### config.mk
export PLATFORM = sky130hd
export DESIGN_NAME = correlator_engine_flat
export DESIGN_NICKNAME = d
export VERILOG_FILES = /design/src/rtl/correlator_engine_if.sv /design/src/rtl/correlator_engine.sv /design/src/flat_wrapper.sv
export SDC_FILE = /design/constraint.sdc
export NUM_CORES = 1
export LEC_CHECK = 0
export ABC_AREA = 1
export CORE_ASPECT_RATIO = 0.5
export CORE_MARGIN = 2
export CORE_UTILIZATION = 48
export CTS_BUF_LIST = sky130_fd_sc_hd__clkbuf_8
export CTS_CLUSTER_DIAMETER = 50
export DETAILED_ROUTE_END_ITERATION = 10
export PLACE_DENSITY = 0.67
export SLEW_MARGIN = 25
export SYNTH_ARGS = -nofsm -noshare
export SYNTH_HDL_FRONTEND = slang
export SYNTH_SLANG_ARGS = --single-unit
export TNS_END_PERCENT = 20
### constraint.sdc
create_clock -name clk -period 9.16 [get_ports clk]
set_input_delay 1.832 -clock clk [delete_from_list [all_inputs] [get_ports clk]]
set_output_delay 1.832 -clock clk [all_outputs]
set_load 0.02 [all_outputs]
### src/rtl/correlator_engine_if.sv
// correlator_engine_if
//   Bundles the load port, run request and result signals of the correlator.
//   Parameters:
//     DATA_W, ADDR_W, ACC_W : must match the correlator_engine instance.
//   Signals:
//     load_we / load_sel / load_addr / load_data : sample memory write port
//     start / n_samples / lag                    : run request
//     busy / done / result / overflow            : run status and result
//   Modports:
//     master : loader / controller side (drives the requests)
//     slave  : the correlator engine
interface correlator_engine_if #(
    parameter int DATA_W = 4,
    parameter int ADDR_W = 4,
    parameter int ACC_W  = 16
) ();
    logic              load_we;
    logic              load_sel;
    logic [ADDR_W-1:0] load_addr;
    logic [DATA_W-1:0] load_data;
    logic              start;
    logic [ADDR_W:0]   n_samples;
    logic [ADDR_W-1:0] lag;
    logic              busy;
    logic              done;
    logic [ACC_W-1:0]  result;
    logic              overflow;

    modport master (
        output load_we, load_sel, load_addr, load_data,
        output start, n_samples, lag,
        input  busy, done, result, overflow
    );

    modport slave (
        input  load_we, load_sel, load_addr, load_data,
        input  start, n_samples, lag,
        output busy, done, result, overflow
    );
endinterface

### src/rtl/correlator_engine.sv
// correlator_engine
//   Sum-of-products correlator over two sample memories A and B:
//     P = sum_{k=0}^{n_eff-1} A[k] * B[(k + lag) mod DEPTH]
//   one MAC per clock, saturating accumulator.
//   Optional build macro: CORR_SIGNED_EN -- two's complement samples with
//   signed saturation; otherwise unsigned with all-ones saturation.
//   Ports:
//     clk   : rising-edge clock
//     reset : synchronous, active-high reset
//     bus   : correlator_engine_if.slave (load port, start/n_samples/lag,
//             busy/done/result/overflow)
//
//   state  | meaning
//   IDLE   | waiting for start; memory writes accepted
//   RUN    | one MAC per cycle, busy=1, memory writes dropped
//   DONE   | one-cycle done pulse, result/overflow valid
module correlator_engine #(
    parameter int DATA_W = 4,
    parameter int DEPTH  = 16,
    parameter int ADDR_W = 4,
    parameter int ACC_W  = 16
) (
    input logic               clk,
    input logic               reset,
    correlator_engine_if.slave bus
);

    localparam logic [ADDR_W:0] DEPTH_N = (ADDR_W+1)'(DEPTH);

    typedef enum logic [1:0] {S_IDLE, S_RUN, S_DONE} state_t;

    state_t            state;
    state_t            state_nxt;

    logic [DATA_W-1:0] mem_a [DEPTH];
    logic [DATA_W-1:0] mem_b [DEPTH];

    logic [ADDR_W:0]   n_eff;
    logic [ADDR_W:0]   n_lat;
    logic [ADDR_W-1:0] lag_lat;
    logic [ADDR_W-1:0] idx;
    logic [ADDR_W-1:0] b_idx;
    logic [DATA_W-1:0] a_rd;
    logic [DATA_W-1:0] b_rd;
    logic [ACC_W-1:0]  acc;
    logic [ACC_W-1:0]  acc_nxt;
    logic [ACC_W:0]    sum;
    logic              ovf;
    logic              ovf_step;
    logic              last_mac;
    logic [ACC_W-1:0]  result_q;
    logic              overflow_q;

    always_comb n_eff = (bus.n_samples > DEPTH_N) ? DEPTH_N : bus.n_samples;

    // ADDR_W-bit add: the carry is dropped so the B index wraps mod DEPTH
    always_comb b_idx = idx + lag_lat;
    always_comb a_rd  = mem_a[idx];
    always_comb b_rd  = mem_b[b_idx];

    always_comb last_mac = ({1'b0, idx} == (n_lat - 1'b1));

`ifdef CORR_SIGNED_EN
    logic signed [2*DATA_W-1:0] prod;

    always_comb begin
        prod = $signed(a_rd) * $signed(b_rd);
        sum  = {acc[ACC_W-1], acc}
             + {{(ACC_W+1-2*DATA_W){prod[2*DATA_W-1]}}, prod};
        // extra top bit disagreeing with the result sign bit means overflow
        ovf_step = sum[ACC_W] ^ sum[ACC_W-1];
        if (ovf_step)
            acc_nxt = sum[ACC_W] ? {1'b1, {(ACC_W-1){1'b0}}}
                                 : {1'b0, {(ACC_W-1){1'b1}}};
        else
            acc_nxt = sum[ACC_W-1:0];
    end
`else
    logic [2*DATA_W-1:0] prod;

    always_comb begin
        prod     = a_rd * b_rd;
        sum      = {1'b0, acc} + {{(ACC_W+1-2*DATA_W){1'b0}}, prod};
        ovf_step = sum[ACC_W];
        acc_nxt  = ovf_step ? {ACC_W{1'b1}} : sum[ACC_W-1:0];
    end
`endif

    always_ff @(posedge clk) begin
        if (reset)
            state <= S_IDLE;
        else
            state <= state_nxt;
    end

    always_comb begin
        state_nxt = state;
        bus.busy  = 1'b0;
        bus.done  = 1'b0;
        case (state)
            S_IDLE: begin
                if (bus.start)
                    state_nxt = (n_eff == '0) ? S_DONE : S_RUN;
            end
            S_RUN: begin
                bus.busy = 1'b1;
                if (last_mac)
                    state_nxt = S_DONE;
            end
            S_DONE: begin
                bus.done  = 1'b1;
                state_nxt = S_IDLE;
            end
            default: state_nxt = S_IDLE;
        endcase
    end

    always_ff @(posedge clk) begin
        if (reset) begin
            acc        <= '0;
            idx        <= '0;
            n_lat      <= '0;
            lag_lat    <= '0;
            ovf        <= 1'b0;
            result_q   <= '0;
            overflow_q <= 1'b0;
        end else begin
            case (state)
                S_IDLE: begin
                    if (bus.start) begin
                        n_lat   <= n_eff;
                        lag_lat <= bus.lag;
                        acc     <= '0;
                        idx     <= '0;
                        ovf     <= 1'b0;
                        if (n_eff == '0) begin
                            result_q   <= '0;
                            overflow_q <= 1'b0;
                        end
                    end
                end
                S_RUN: begin
                    acc <= acc_nxt;
                    idx <= idx + 1'b1;
                    ovf <= ovf | ovf_step;
                    // result is loaded on the edge entering DONE so it is
                    // already valid while done is high
                    if (last_mac) begin
                        result_q   <= acc_nxt;
                        overflow_q <= ovf | ovf_step;
                    end
                end
                default: ;
            endcase
        end
    end

    // Memories are not reset; writes are dropped while a run is in progress.
    always_ff @(posedge clk) begin
        if (bus.load_we && (state != S_RUN)) begin
            if (bus.load_sel)
                mem_b[bus.load_addr] <= bus.load_data;
            else
                mem_a[bus.load_addr] <= bus.load_data;
        end
    end

    assign bus.result   = result_q;
    assign bus.overflow = overflow_q;

endmodule

### src/flat_wrapper.sv
// flat-port wrapper written by rule: the top's interface ports become plain ports
module correlator_engine_flat 
#(
    parameter int DATA_W = 4,
    parameter int DEPTH  = 16,
    parameter int ADDR_W = 4,
    parameter int ACC_W  = 16
)
  (clk, reset, bus_load_we, bus_load_sel, bus_load_addr, bus_load_data, bus_start, bus_n_samples, bus_lag, bus_busy, bus_done, bus_result, bus_overflow);
  correlator_engine_if #(.DATA_W(DATA_W), .ADDR_W(ADDR_W), .ACC_W(ACC_W)) bus_i ();
  input logic clk;
  input logic reset;
  input wire logic [$bits(bus_i.load_we)-1:0] bus_load_we;
  input wire logic [$bits(bus_i.load_sel)-1:0] bus_load_sel;
  input wire logic [$bits(bus_i.load_addr)-1:0] bus_load_addr;
  input wire logic [$bits(bus_i.load_data)-1:0] bus_load_data;
  input wire logic [$bits(bus_i.start)-1:0] bus_start;
  input wire logic [$bits(bus_i.n_samples)-1:0] bus_n_samples;
  input wire logic [$bits(bus_i.lag)-1:0] bus_lag;
  output wire logic [$bits(bus_i.busy)-1:0] bus_busy;
  output wire logic [$bits(bus_i.done)-1:0] bus_done;
  output wire logic [$bits(bus_i.result)-1:0] bus_result;
  output wire logic [$bits(bus_i.overflow)-1:0] bus_overflow;
  assign bus_i.load_we = bus_load_we;
  assign bus_i.load_sel = bus_load_sel;
  assign bus_i.load_addr = bus_load_addr;
  assign bus_i.load_data = bus_load_data;
  assign bus_i.start = bus_start;
  assign bus_i.n_samples = bus_n_samples;
  assign bus_i.lag = bus_lag;
  assign bus_busy = bus_i.busy;
  assign bus_done = bus_i.done;
  assign bus_result = bus_i.result;
  assign bus_overflow = bus_i.overflow;
  correlator_engine #(.DATA_W(DATA_W), .DEPTH(DEPTH), .ADDR_W(ADDR_W), .ACC_W(ACC_W)) u_core (.clk(clk), .reset(reset), .bus(bus_i));
endmodule
==> out/qor.yml <==
sta:
  fmax_mhz: 179
  post-route-period-util_pct: 61.2
  fin_crit_ps: 5600
  hold_viol_final: 0
  tightest_slew_ps: 933
  tns_ps: 0
  rsz0062_at_grt: "false"
  final_max_slew_viol_count: 0
  timing.clock.skew_ps: 21.0
  relSlewSlack_pct: 37.4
  setup_violations: 0
  setup_ws_ps: 3560
global_route:
  grt_overflow_total: 0
  grt_pass1_vias: 6081
  grt.total_usage_pct: 21.0
  antenna_found_initial: 0
  grt_pass1_wl_mm: 31.8
  grt_max_degree: 59
clock_tree:
  cts_tree: "built"
  ctsRootBufferMaster: "clkbuf_8"
  cts_sinks: 181
  cts_max_level: 4
  holdBufCountCts: 0
  cts_buffer_depth: 2
  clk_pin_slew_ps: 110
  post_cts_buffers: 0
  cts-resized-gates: 0
  cts_buffers: 17
  insertion_delay_ps: 480
final_layout:
  diodes: 0
  nets: 1070
  area_growth_pct: 10.7
  drive_gt1_share_pct: 5.74
  fillers: 1644
placement:
  hpwl_mm: 13.6
  preCtsSetupSlack_ps: 3320
  port_buffers: 40
  globalplace.congestion: 0.919
detailed_routing:
  firstDrtPassIters: 5
  ant_nets: 0
  drtIter0Drc: 435
  drc_errors: 0
  viasPerCell: 5.14
  avgRoutedWirePerCell_um: 15.4
  wl_mm: 19.5
  vias: 6517
setup_path:
  critPathKind: "reg -> reg"
  reg2reg_setup_slack_ps: 3560
  cp-start-kind: "flip-flop"
  crit-reg2reg-launch: "u_core.idx[0]"
  arrival_ps: 5940
  max_stage_delay_ps: 920
  crit_slowest_cell: "fa_2"
  required_ps: 9500
  critPathBufInv: 3
  end_kind: "flip-flop"
  critPathMaxFanout: 32
  worstReg2RegEnd: "u_core.bus.result[3]"
  crit_top_cell: "nand2_1"
  cpLargestDelayFamily: "adder cells"
  worstRegToRegCells: 25
synthesis:
  ys_top_cells_by_count: "nand2_1, edfxtp_1, inv_1"
  netlist_area_mm2: 0.00885
  synth.distinct_cells: 42
  synth_top_area_share_pct: 43.4
  ys.warnings.count: 0
  syn_nets: 1041
  synth-edff-count: 128
  synthTopCellsByArea: "edfxtp_1, dfxtp_1, nand2_1, inv_1, nand3_1"
  synth_ff_type: "edfxtp_1"
  synth_top_area_cell: "edfxtp_1"
  yosysSeqAreaShare_pct: 55.4
  syn_inst: 986
  async_flop_share_pct: 0
  syn_area_per_cell_um2: 8.98
  yosys_register_bits: 181
  synth_most_common_cell: "nand2_1"
floorplanning:
  fp.coreArea_mm2: 0.0182
  initial_utilization_pct: 48.6
  die_h_um: 100
  die_area_mm2: 0.0196
  row_count: 35
  die-width_um: 196
  io_pins: 41
pwr:
  power_density_mw_per_mm2: 215
  vdd_ir_drop_max_mv: 0.102
  p_leak_nw: 3.88
worst_hold_path:
  worstHoldEndpoint: "u_core.bus.result[2]"
  hold_start: "u_core.bus.result[2]"
  hold_path.class: "reg -> reg"
  hold_path_depth: 2
job:
  drv_cap: 0
status:
  status: "complete, no violations"
## layout by cell type, fill, tap and decap left out, types with 2 or more instances in the layout
cell,Yosys,final
xnor2_2,2,2
inv_1,122,121
inv_6,0,4
inv_2,5,5
a22oi_1,2,2
clkdlybuf4s50_1,0,39
o221ai_1,3,3
edfxtp_1,128,128
xnor2_1,2,2
ha_1,23,23
nand4_1,5,5
nor2_1,99,99
nand2_2,3,3
o21ai_1,5,5
nand3b_1,2,2
a22o_1,3,3
nand3_1,82,82
o21ai_0,33,33
mux2_2,2,2
clkinv_8,0,3
nor2_4,1,2
dfxtp_1,53,53
fa_1,10,9
nor3_1,3,3
nand2_1,264,264
clkinv_1,0,2
buf_4,5,7
mux2i_1,4,4
a21oi_1,62,62
inv_8,0,3
o211ai_1,17,17
clkbuf_8,0,17
nor2_2,4,3
## through the flow
stage	util [%]	total power, W	std cells	cell area, um2	hold slack, ps
after floorplan	-	0.00142	986	8850	444
after global placement	51.7	0.00157	1236	9410	453
after detailed placement	51.7	0.00158	1236	9410	456
after CTS	53.8	0.00211	1268	9810	470
after global routing	53.8	0.00224	1268	9800	488
final	53.8	0.00210	1268	9800	467
## worst max-delay path by stage
stage	start	endpoint	slack, ps	cells after the start
5_1_grt	u_core.idx[0]	u_core.bus.result[7]	3090	25
4_1_cts	u_core.idx[0]	u_core.bus.result[3]	3270	25
2_1_floorplan	u_core.idx[0]	u_core.bus.result[6]	4260	28
3_3_place_gp	u_core.idx[0]	u_core.bus.result[5]	3450	25
3_5_place_dp	u_core.idx[0]	u_core.bus.result[9]	3320	25
6_report	u_core.idx[0]	u_core.bus.result[3]	3560	25
## worst reg2reg max path, cell delays in order (launching register included)
cell	delay [ps]
dfxtp_1	380
ha_1	260
fa_2	920
o211ai_1	170
o21ai_0	110
nand2_1	70
nand2_1	70
inv_1	40
o21ai_1	320
inv_1	100
nand3_1	120
fa_1	430
fa_1	510
fa_1	510
inv_1	40
ha_1	380
nand2_1	120
nand2_1	50
nand2_1	50
nand2_1	40
nand2_1	70
nand3_1	100
nand2_2	250
o21ai_0	180
nand3_1	110
a21oi_1	60
## logic make-up after synthesis
family / after synthesis / synth area share, %
AOI/OAI and AO/OA: 132 / 8.57
xor gates and xnor gates: 5 / 0.664
adders and majority gates: 33 / 5.51
buffers and inverters: 164 / 7.62
DFF: 181 / 55.4
muxes: 6 / 0.707
and+or+nand+nor: 465 / 21.5
## report_power, final
| part | total [W] | switching, W | internal [W] |
|---|---|---|---|
| Sequential | 0.000912 | 0.0000145 | 0.000897 |
| Combinational | 0.000654 | 0.000433 | 0.000221 |
| Clock | 0.000538 | 0.000332 | 0.000205 |
| Total | 0.00210 | 0.000780 | 0.00132 |
## flip-flops by register name, summed over array words and instances, names as in the netlist, named ones only
| name | flops |
|---|---|
| u_core.ovf | 1 |
| u_core.acc | 16 |
| u_core.state | 2 |
| u_core.mem_b | 64 |
| u_core.lag_lat | 4 |
| u_core.bus.overflow | 1 |
| u_core.n_lat | 5 |
| u_core.bus.result | 16 |
| u_core.idx | 4 |
| u_core.mem_a | 64 |
## layer usage
layer / part of all wire (%) / vias to the layer above / wire (um) / GRT usage (%)
met5: 0 / - / 0 / 0
met4: 1.0 / 0 / 200 / 4.84
met3: 6.1 / 18 / 1190 / 5.34
met2: 43 / 180 / 8470 / 31.9
met1: 49 / 3006 / 9620 / 30.5
li1: - / 3313 / - / -
## layout make-up
type | instances | area [um2] | share of cell area, %
Inverter | 127 | 477 | 4.86
Sequential cell | 181 | 4900 | 50.0
Clock buffer | 17 | 234 | 2.39
Timing Repair Buffer | 47 | 448 | 4.57
Multi-Input combinational cell | 641 | 3280 | 33.5
Clock inverter | 15 | 159 | 1.62
Tap cell | 240 | 300 | 3.06
Note: power is estimated with default switching activity, not from simulation.
